===== config.mk =====
export PLATFORM = sky130hd
export DESIGN_NAME = serial_frame_rx
export DESIGN_NICKNAME = d
export VERILOG_FILES = /design/src/rtl/serial_frame_rx.sv
export SDC_FILE = /design/constraint.sdc
export NUM_CORES = 1
export LEC_CHECK = 0
export CAP_MARGIN = 10
export CORE_MARGIN = 3
export CORE_UTILIZATION = 35
export CTS_CLUSTER_DIAMETER = 150
export CTS_CLUSTER_SIZE = 28
export DETAILED_ROUTE_END_ITERATION = 10
export HOLD_SLACK_MARGIN = 0.1
export PLACE_DENSITY = 0.61
export SKIP_LAST_GASP = 1
export SLEW_MARGIN = 20
export SYNTH_ARGS = -nofsm -noshare
export SYNTH_HDL_FRONTEND = slang
export SYNTH_SLANG_ARGS = --single-unit

===== constraint.sdc =====
create_clock -name clk -period 5.5 [get_ports clk]
set_input_delay 0.55 -clock clk [delete_from_list [all_inputs] [get_ports clk]]
set_output_delay 0.55 -clock clk [all_outputs]
set_load 0.01 [all_outputs]

===== src/rtl/serial_frame_rx.sv =====
// Serial frame receiver: start(0), DATA_W data bits LSB-first, even parity, stop(1).
// A 2-flop synchronizer feeds a counter-timed FSM that samples each bit at mid-bit.
module serial_frame_rx #(
   parameter int DATA_W       = 8,
   parameter int CLKS_PER_BIT = 4
) (
   input  logic              clk,
   input  logic              reset,
   input  logic              rx_in,
   output logic [DATA_W-1:0] data_out,
   output logic              data_valid,
   output logic              parity_err,
   output logic              frame_err,
   output logic              busy
);

   localparam int H  = CLKS_PER_BIT / 2;
   localparam int CW = $clog2(CLKS_PER_BIT + 1);
   localparam int IW = $clog2(DATA_W + 1);

   localparam logic [CW-1:0] HALF_LAST = CW'(H - 1);
   localparam logic [CW-1:0] BIT_LAST  = CW'(CLKS_PER_BIT - 1);
   localparam logic [CW-1:0] STOP_DONE = CW'(CLKS_PER_BIT);
   localparam logic [IW-1:0] IDX_LAST  = IW'(DATA_W - 1);

   typedef enum logic [2:0] {
      IDLE,
      START,
      DATA,
      PARITY,
      STOP,
      WAIT_HIGH
   } state_t;

   state_t            state;
   logic              sync1;
   logic              rxs;
   logic [CW-1:0]     cnt;
   logic [IW-1:0]     idx;
   logic [DATA_W-1:0] shreg;
   logic              par;
   logic              stop_bit;

   assign busy = (state != IDLE);

   // STOP captures the stop bit at its mid-point and reports one cycle later,
   // which still leaves IDLE in place before a back-to-back start bit arrives.
   always_ff @(posedge clk or posedge reset) begin
      if (reset) begin
         sync1      <= 1'b1;
         rxs        <= 1'b1;
         state      <= IDLE;
         cnt        <= '0;
         idx        <= '0;
         shreg      <= '0;
         par        <= 1'b0;
         stop_bit   <= 1'b0;
         data_out   <= '0;
         data_valid <= 1'b0;
         parity_err <= 1'b0;
         frame_err  <= 1'b0;
      end else begin
         sync1      <= rx_in;
         rxs        <= sync1;
         data_valid <= 1'b0;
         case (state)
            IDLE: begin
               cnt <= '0;
               if (!rxs) begin
                  state <= START;
               end
            end
            START: begin
               if (cnt == HALF_LAST) begin
                  cnt <= '0;
                  idx <= '0;
                  par <= 1'b0;
                  state <= rxs ? IDLE : DATA;
               end else begin
                  cnt <= cnt + CW'(1);
               end
            end
            DATA: begin
               if (cnt == BIT_LAST) begin
                  cnt <= '0;
                  shreg <= shreg >> 1;
                  shreg[DATA_W-1] <= rxs;
                  par <= par ^ rxs;
                  if (idx == IDX_LAST) begin
                     state <= PARITY;
                  end else begin
                     idx <= idx + IW'(1);
                  end
               end else begin
                  cnt <= cnt + CW'(1);
               end
            end
            PARITY: begin
               if (cnt == BIT_LAST) begin
                  cnt   <= '0;
                  par   <= par ^ rxs;
                  state <= STOP;
               end else begin
                  cnt <= cnt + CW'(1);
               end
            end
            STOP: begin
               if (cnt == STOP_DONE) begin
                  cnt <= '0;
                  if (stop_bit) begin
                     data_valid <= 1'b1;
                     data_out   <= shreg;
                     parity_err <= par;
                     frame_err  <= 1'b0;
                     state      <= IDLE;
                  end else begin
                     parity_err <= 1'b0;
                     frame_err  <= 1'b1;
                     state      <= WAIT_HIGH;
                  end
               end else begin
                  if (cnt == BIT_LAST) begin
                     stop_bit <= rxs;
                  end
                  cnt <= cnt + CW'(1);
               end
            end
            WAIT_HIGH: begin
               if (rxs) begin
                  state <= IDLE;
               end
            end
            default: begin
               state <= IDLE;
            end
         endcase
      end
   end

endmodule


# Yosys cells after proc, flatten, opt, wreduce, memory -nomap -nowiden

Cells that the tools add are included.

Bits of input ports: 3
Register bits after elaboration: 33
Output and inout bits: 12

Mux-type cells: 26
Reduce and logical (&&, ||, !) cells: 13
Equal/unequal tests: 18
Bitwise logic cells: 2
Add/sub/neg operators: 2

Operator list:

| cell                                                                   | number |
|---|---|
| 3-bit 2-to-1 mux                                                       | 11 |
| 3-bit one-hot mux with 6 select lines                                  | 1 |
| 2-bit != test (second input constant)                                  | 8 |
| 4-bit 2-to-1 mux                                                       | 3 |
| 3-bit one-hot mux with 4 select lines                                  | 1 |
| 3-bit by 2-bit equality test with 1-bit output (second input constant) | 3 |
| 3-bit equality test (second input constant)                            | 3 |
| 3-bit AND reduction                                                    | 3 |
| 4-bit one-hot mux with 2 select lines                                  | 1 |
| 1-bit 2-to-1 mux                                                       | 7 |
| 7-bit AND reduction                                                    | 1 |
| 3-bit by 1-bit equality test with 1-bit output (second input constant) | 2 |
| 4-bit by 1-bit adder with 4-bit output (second input constant)         | 1 |
| 4-bit by 3-bit equality test with 1-bit output (second input constant) | 1 |
| 2-bit AND reduction                                                    | 2 |
| 4-bit AND reduction                                                    | 1 |
| 2-bit nonzero test                                                     | 2 |
| 4-bit nonzero test                                                     | 1 |
| 3-bit by 1-bit adder with 3-bit output (second input constant)         | 1 |
| 3-bit zero test                                                        | 1 |
| 3-bit nonzero test                                                     | 1 |
| 2-bit 2-to-1 mux                                                       | 1 |
| 2-bit by 1-bit != test with 1-bit output (second input constant)       | 1 |
| 1-bit one-hot mux with 2 select lines                                  | 1 |
| 3 further kinds                                                        | 3 |

# Longest topological paths before layout

Word-level depth: 4
Depth in mapped cells: 6

# Worst setup path after synthesis

No wires, ideal clock.

Kind: register to register
Start: register cnt[0]
End: register idx[1]
Clock period less this slack: 1728 ps
Stages on the path, launching flop included: 7
Path buffers: 1
Arrival: 1603 ps
Setup slack: 3772 ps
Data required time: 5375 ps
Cell sequence: dfrtp_1 > ha_1 > nand2b_4 > or3_1 > buf_6 > o21bai_4 > mux2_4

Word-level cells in the longest chain between the ends: 3
Elaborated cells between the ends (all ways): 5
Those cells by class: 4 x eq/ne; 1 x reduce/logical

Ends and longest elaborated chain:

| item                                                                                                                    | RTL line | text |
|---|---|---|
| start: declaration                                                                                                      | 38       | `logic [CW-1:0] cnt;` |
| start signal: assignment                                                                                                | 80       | `cnt <= cnt + CW'(1);` |
| start signal: assignment                                                                                                | 95       | `cnt <= cnt + CW'(1);` |
| start signal: assignment                                                                                                | 104      | `cnt <= cnt + CW'(1);` |
| 3-bit by 2-bit equality test with 1-bit output / 3-bit by 1-bit equality test with 1-bit output (equally long branches) | 84, 74   |  |
| 2-bit != test (no line)                                                                                                 | --       |  |
| 4-bit AND reduction (no line) *                                                                                         | --       |  |
| end signal: assignment                                                                                                  | 92       | `idx <= idx + IW'(1);` |
| end: declaration                                                                                                        | 39       | `logic [IW-1:0] idx;` |

Mark *: on every way between the ends. The rest lies on a longest branch, timed or not.
A chain may end at the register's enable or synchronous reset.

# Worst setup path in the final report

Start: register state[2]
End: output port busy

Word-level cells in the longest chain between the ends: 1

Ends and longest elaborated chain:

| item                     | RTL line | text |
|---|---|---|
| start: declaration       | 35       | `state_t state;` |
| start signal: assignment | 78       | `state <= rxs ? IDLE : DATA;` |
| 3-bit nonzero test       | 44       | `assign busy = (state != IDLE);` |
| end: declaration         | 14       | `output logic busy` |

Every way passes these cells.

==> impl_metrics.yaml <==
outcome:
  status: "finished, final reports clean"
clock_network:
  cts_resized: 0
  cts_sinks: 33
  clock_path_buffers: 2
  clk_latency_ns: 0.29
  cts_buffers: 5
  root_buffer: "clkbuf_8"
  htree_levels: 2
  postCtsHoldBufs: 0
  path_clk_slew_ns: 0.07
  post_cts_buffers: 0
  cts_tree: "done"
power:
  total_leakage_power_nw: 0.877
  powerDensity_mw_per_mm2: 416
  ir_drop_uv: 213
synth:
  syn_area_per_cell_um2: 10.2
  ys.flop_type: "dfrtp_1"
  yosysUniqueCellTypes: 39
  ys_seq_area_share_pct: 50.8
  syn_nets: 169
  netlist_area_mm2: 0.00163
  synth_largest_area_cell: "dfrtp_1"
  synthArstFlopShare_pct: 100
  synth_edf_count: 0
  synth-seq-cells: 33
  synthTopCellsByArea: "dfrtp_1 48%, nand2_1 8.3%, mux2_2 6.9%"
  yosysWarnings: 0
  synth.top_cell.area_share_pct: 47.5
  synthCells: 160
min_path:
  hp-class: "reg2reg"
  hold_start: "sync1"
  min_path_cells: 0
  holdPathEnd: "rxs"
floorplan:
  dieHeight_um: 74.3
  rows: 24
  dieArea_mm2: 0.00552
  start_util_pct: 37.0
  ioPinCount: 15
  fp.coreArea_mm2: 0.00441
  die_width_um: 74.3
finish:
  antenna_cells: 0
  drive_above_1_share_pct: 14.9
  fin_cells: 227
  syn_to_final_growth_pct: 17.6
  fin_nets: 183
route:
  via_per_inst: 5.16
  drt_iter0_drc: 51
  wire_per_inst_um: 13.6
  top_layer_used: "met4"
  dr.pass1.iters: 4
  met2_length_um: 1540
  routed-via-count: 1172
  wl_um: 3090
  wl_met3_um: 157
  wl_met1_um: 1330
  final_antenna_net_count: 0
  drc: 0
timing:
  clock.fmax_mhz: 417
  setup_tns_ns: 0
  post-route-period-util_pct: 43.6
  hold_viol: 0
  rsz0062_at_grt: "false"
  maxSlewViolCount: 0
  setup_viol: 0
  post-route-min-period_ns: 2.40
  worst_pin_slew_ns: 0.741
  fin_worst_skew_ns: 0.00246
  relSlewSlack_pct: 50.6
worst_setup_path:
  crit_required_ns: 4.95
  r2r-end: "data_out[4]"
  reg2reg_from: "state[1]"
  critPathKind: "reg2out"
  end_kind: "output pin"
  r2r_slack_ns: 3.48
  critPathMaxFanout: 25
  reg2regPathDepth: 4
  critPathLaunchType: "flop"
  cp.arrival_ns: 1.85
place:
  place_congestion: 0.796
  dp_hpwl_um: 2170
  port_buffers: 14
  dp_cells: 219
global_route:
  grt_pass1_wl_um: 5180
  antenna_found_initial: 0
  grt_max_degree: 34
  grt.total_usage_pct: 12.6
  grt_pass1_vias: 1176
  overflow: 0
flow_run:
  drv_cap: 0
[cell families after synthesis]
logic type                 Yosys count  share of synthesized area (%)
muxes                               13                           9.05
DFF                                 33                           50.8
buffers and inverters               16                           4.75
AOI/OAI and AO/OA                   27                           11.8
adders and majority gates            6                           4.60
and+or+nand+nor                     65                           19.0
[cell usage after synthesis, types with 2 or more instances]
library cell	instances
nand3_1	3
buf_2	2
mux2_2	10
clkbuf_1	4
mux2i_1	2
o21ai_0	7
dfrtp_1	31
o2bb2ai_1	2
a22o_1	2
inv_1	8
a21oi_1	5
nor2_1	6
nand2_1	36
nand2b_1	3
buf_6	2
o31ai_1	2
nor4_1	3
or3_1	2
dfstp_2	2
o22ai_1	2
ha_1	6
nor3b_1	3
[worst max-delay path by stage]
stage,cells past startpoint,startpoint,end
after detailed placement,5,cnt[0],idx[2]
final,2,state[2],busy
after global routing,2,state[2],busy
after global placement,5,cnt[0],idx[2]
after floorplan,6,cnt[0],idx[1]
after CTS,2,state[2],busy
[cell usage in the layout, fill, tap and decap left out, drive strengths merged, types with 2 or more instances in the layout]
| master | n |
|---|---|
| o2bb2ai | 2 |
| or3 | 2 |
| ha | 6 |
| nor4 | 3 |
| dfstp | 2 |
| mux2 | 11 |
| a22o | 2 |
| nand3 | 3 |
| inv | 8 |
| nor3b | 3 |
| nand2 | 36 |
| o22ai | 2 |
| clkdlybuf4s50 | 14 |
| clkbuf | 7 |
| nand2b | 4 |
| nor2 | 7 |
| o21ai | 7 |
| o31ai | 2 |
| a21oi | 5 |
| mux2i | 2 |
| dfrtp | 31 |
[worst max-delay path, cell delays in order, from the launching register on]
cell and delay (ns):
dfrtp_1 0.65, or3_1 0.43, clkdlybuf4s50_1 0.48
[layer usage]
layer	track usage (%)	vias to the layer above
met2	21.1	27
met1	14.3	561
li1	-	577
met5	0	-
met4	4.94	0
met3	5.27	7
[stage by stage]
step	hold WS, ns	cell area (um2)	utilization, %	power [W]	worst slack, ns
after floorplan	0.345	1630	-	0.000516	3.77
after detailed placement	0.352	1800	40.7	0.000566	3.18
after global routing	0.365	1920	43.5	0.000856	3.02
final	0.358	1920	43.5	0.000798	3.10
after global placement	0.346	1800	40.7	0.000555	3.31
after CTS	0.362	1910	43.3	0.000806	3.13
[registers in the layout (all words and copies together) (netlist names)]
signal / cells
data_valid: 1
state: 3
data_out: 8
idx: 4
par: 1
rxs: 1
frame_err: 1
cnt: 3
sync1: 1
shreg: 8
parity_err: 1
stop_bit: 1
[layout make-up]
class | count | area [um2]
clock inverters | 1 | 30.0
clock buffers | 7 | 86.3
multi-input cells | 111 | 731
well taps | 52 | 65.1
inverters | 8 | 30.0
flip-flops and latches | 33 | 828
repair buffers | 15 | 148
fillers | 412 | 2500
[report_power, final]
part	internal, W	total [W]	switching (W)
Clock	0.000148	0.000236	0.0000884
Combinational	0.000102	0.000217	0.000116
Sequential	0.000283	0.000345	0.0000616
Total	0.000533	0.000798	0.000266
Note: power is estimated with default switching activity, not from simulation.
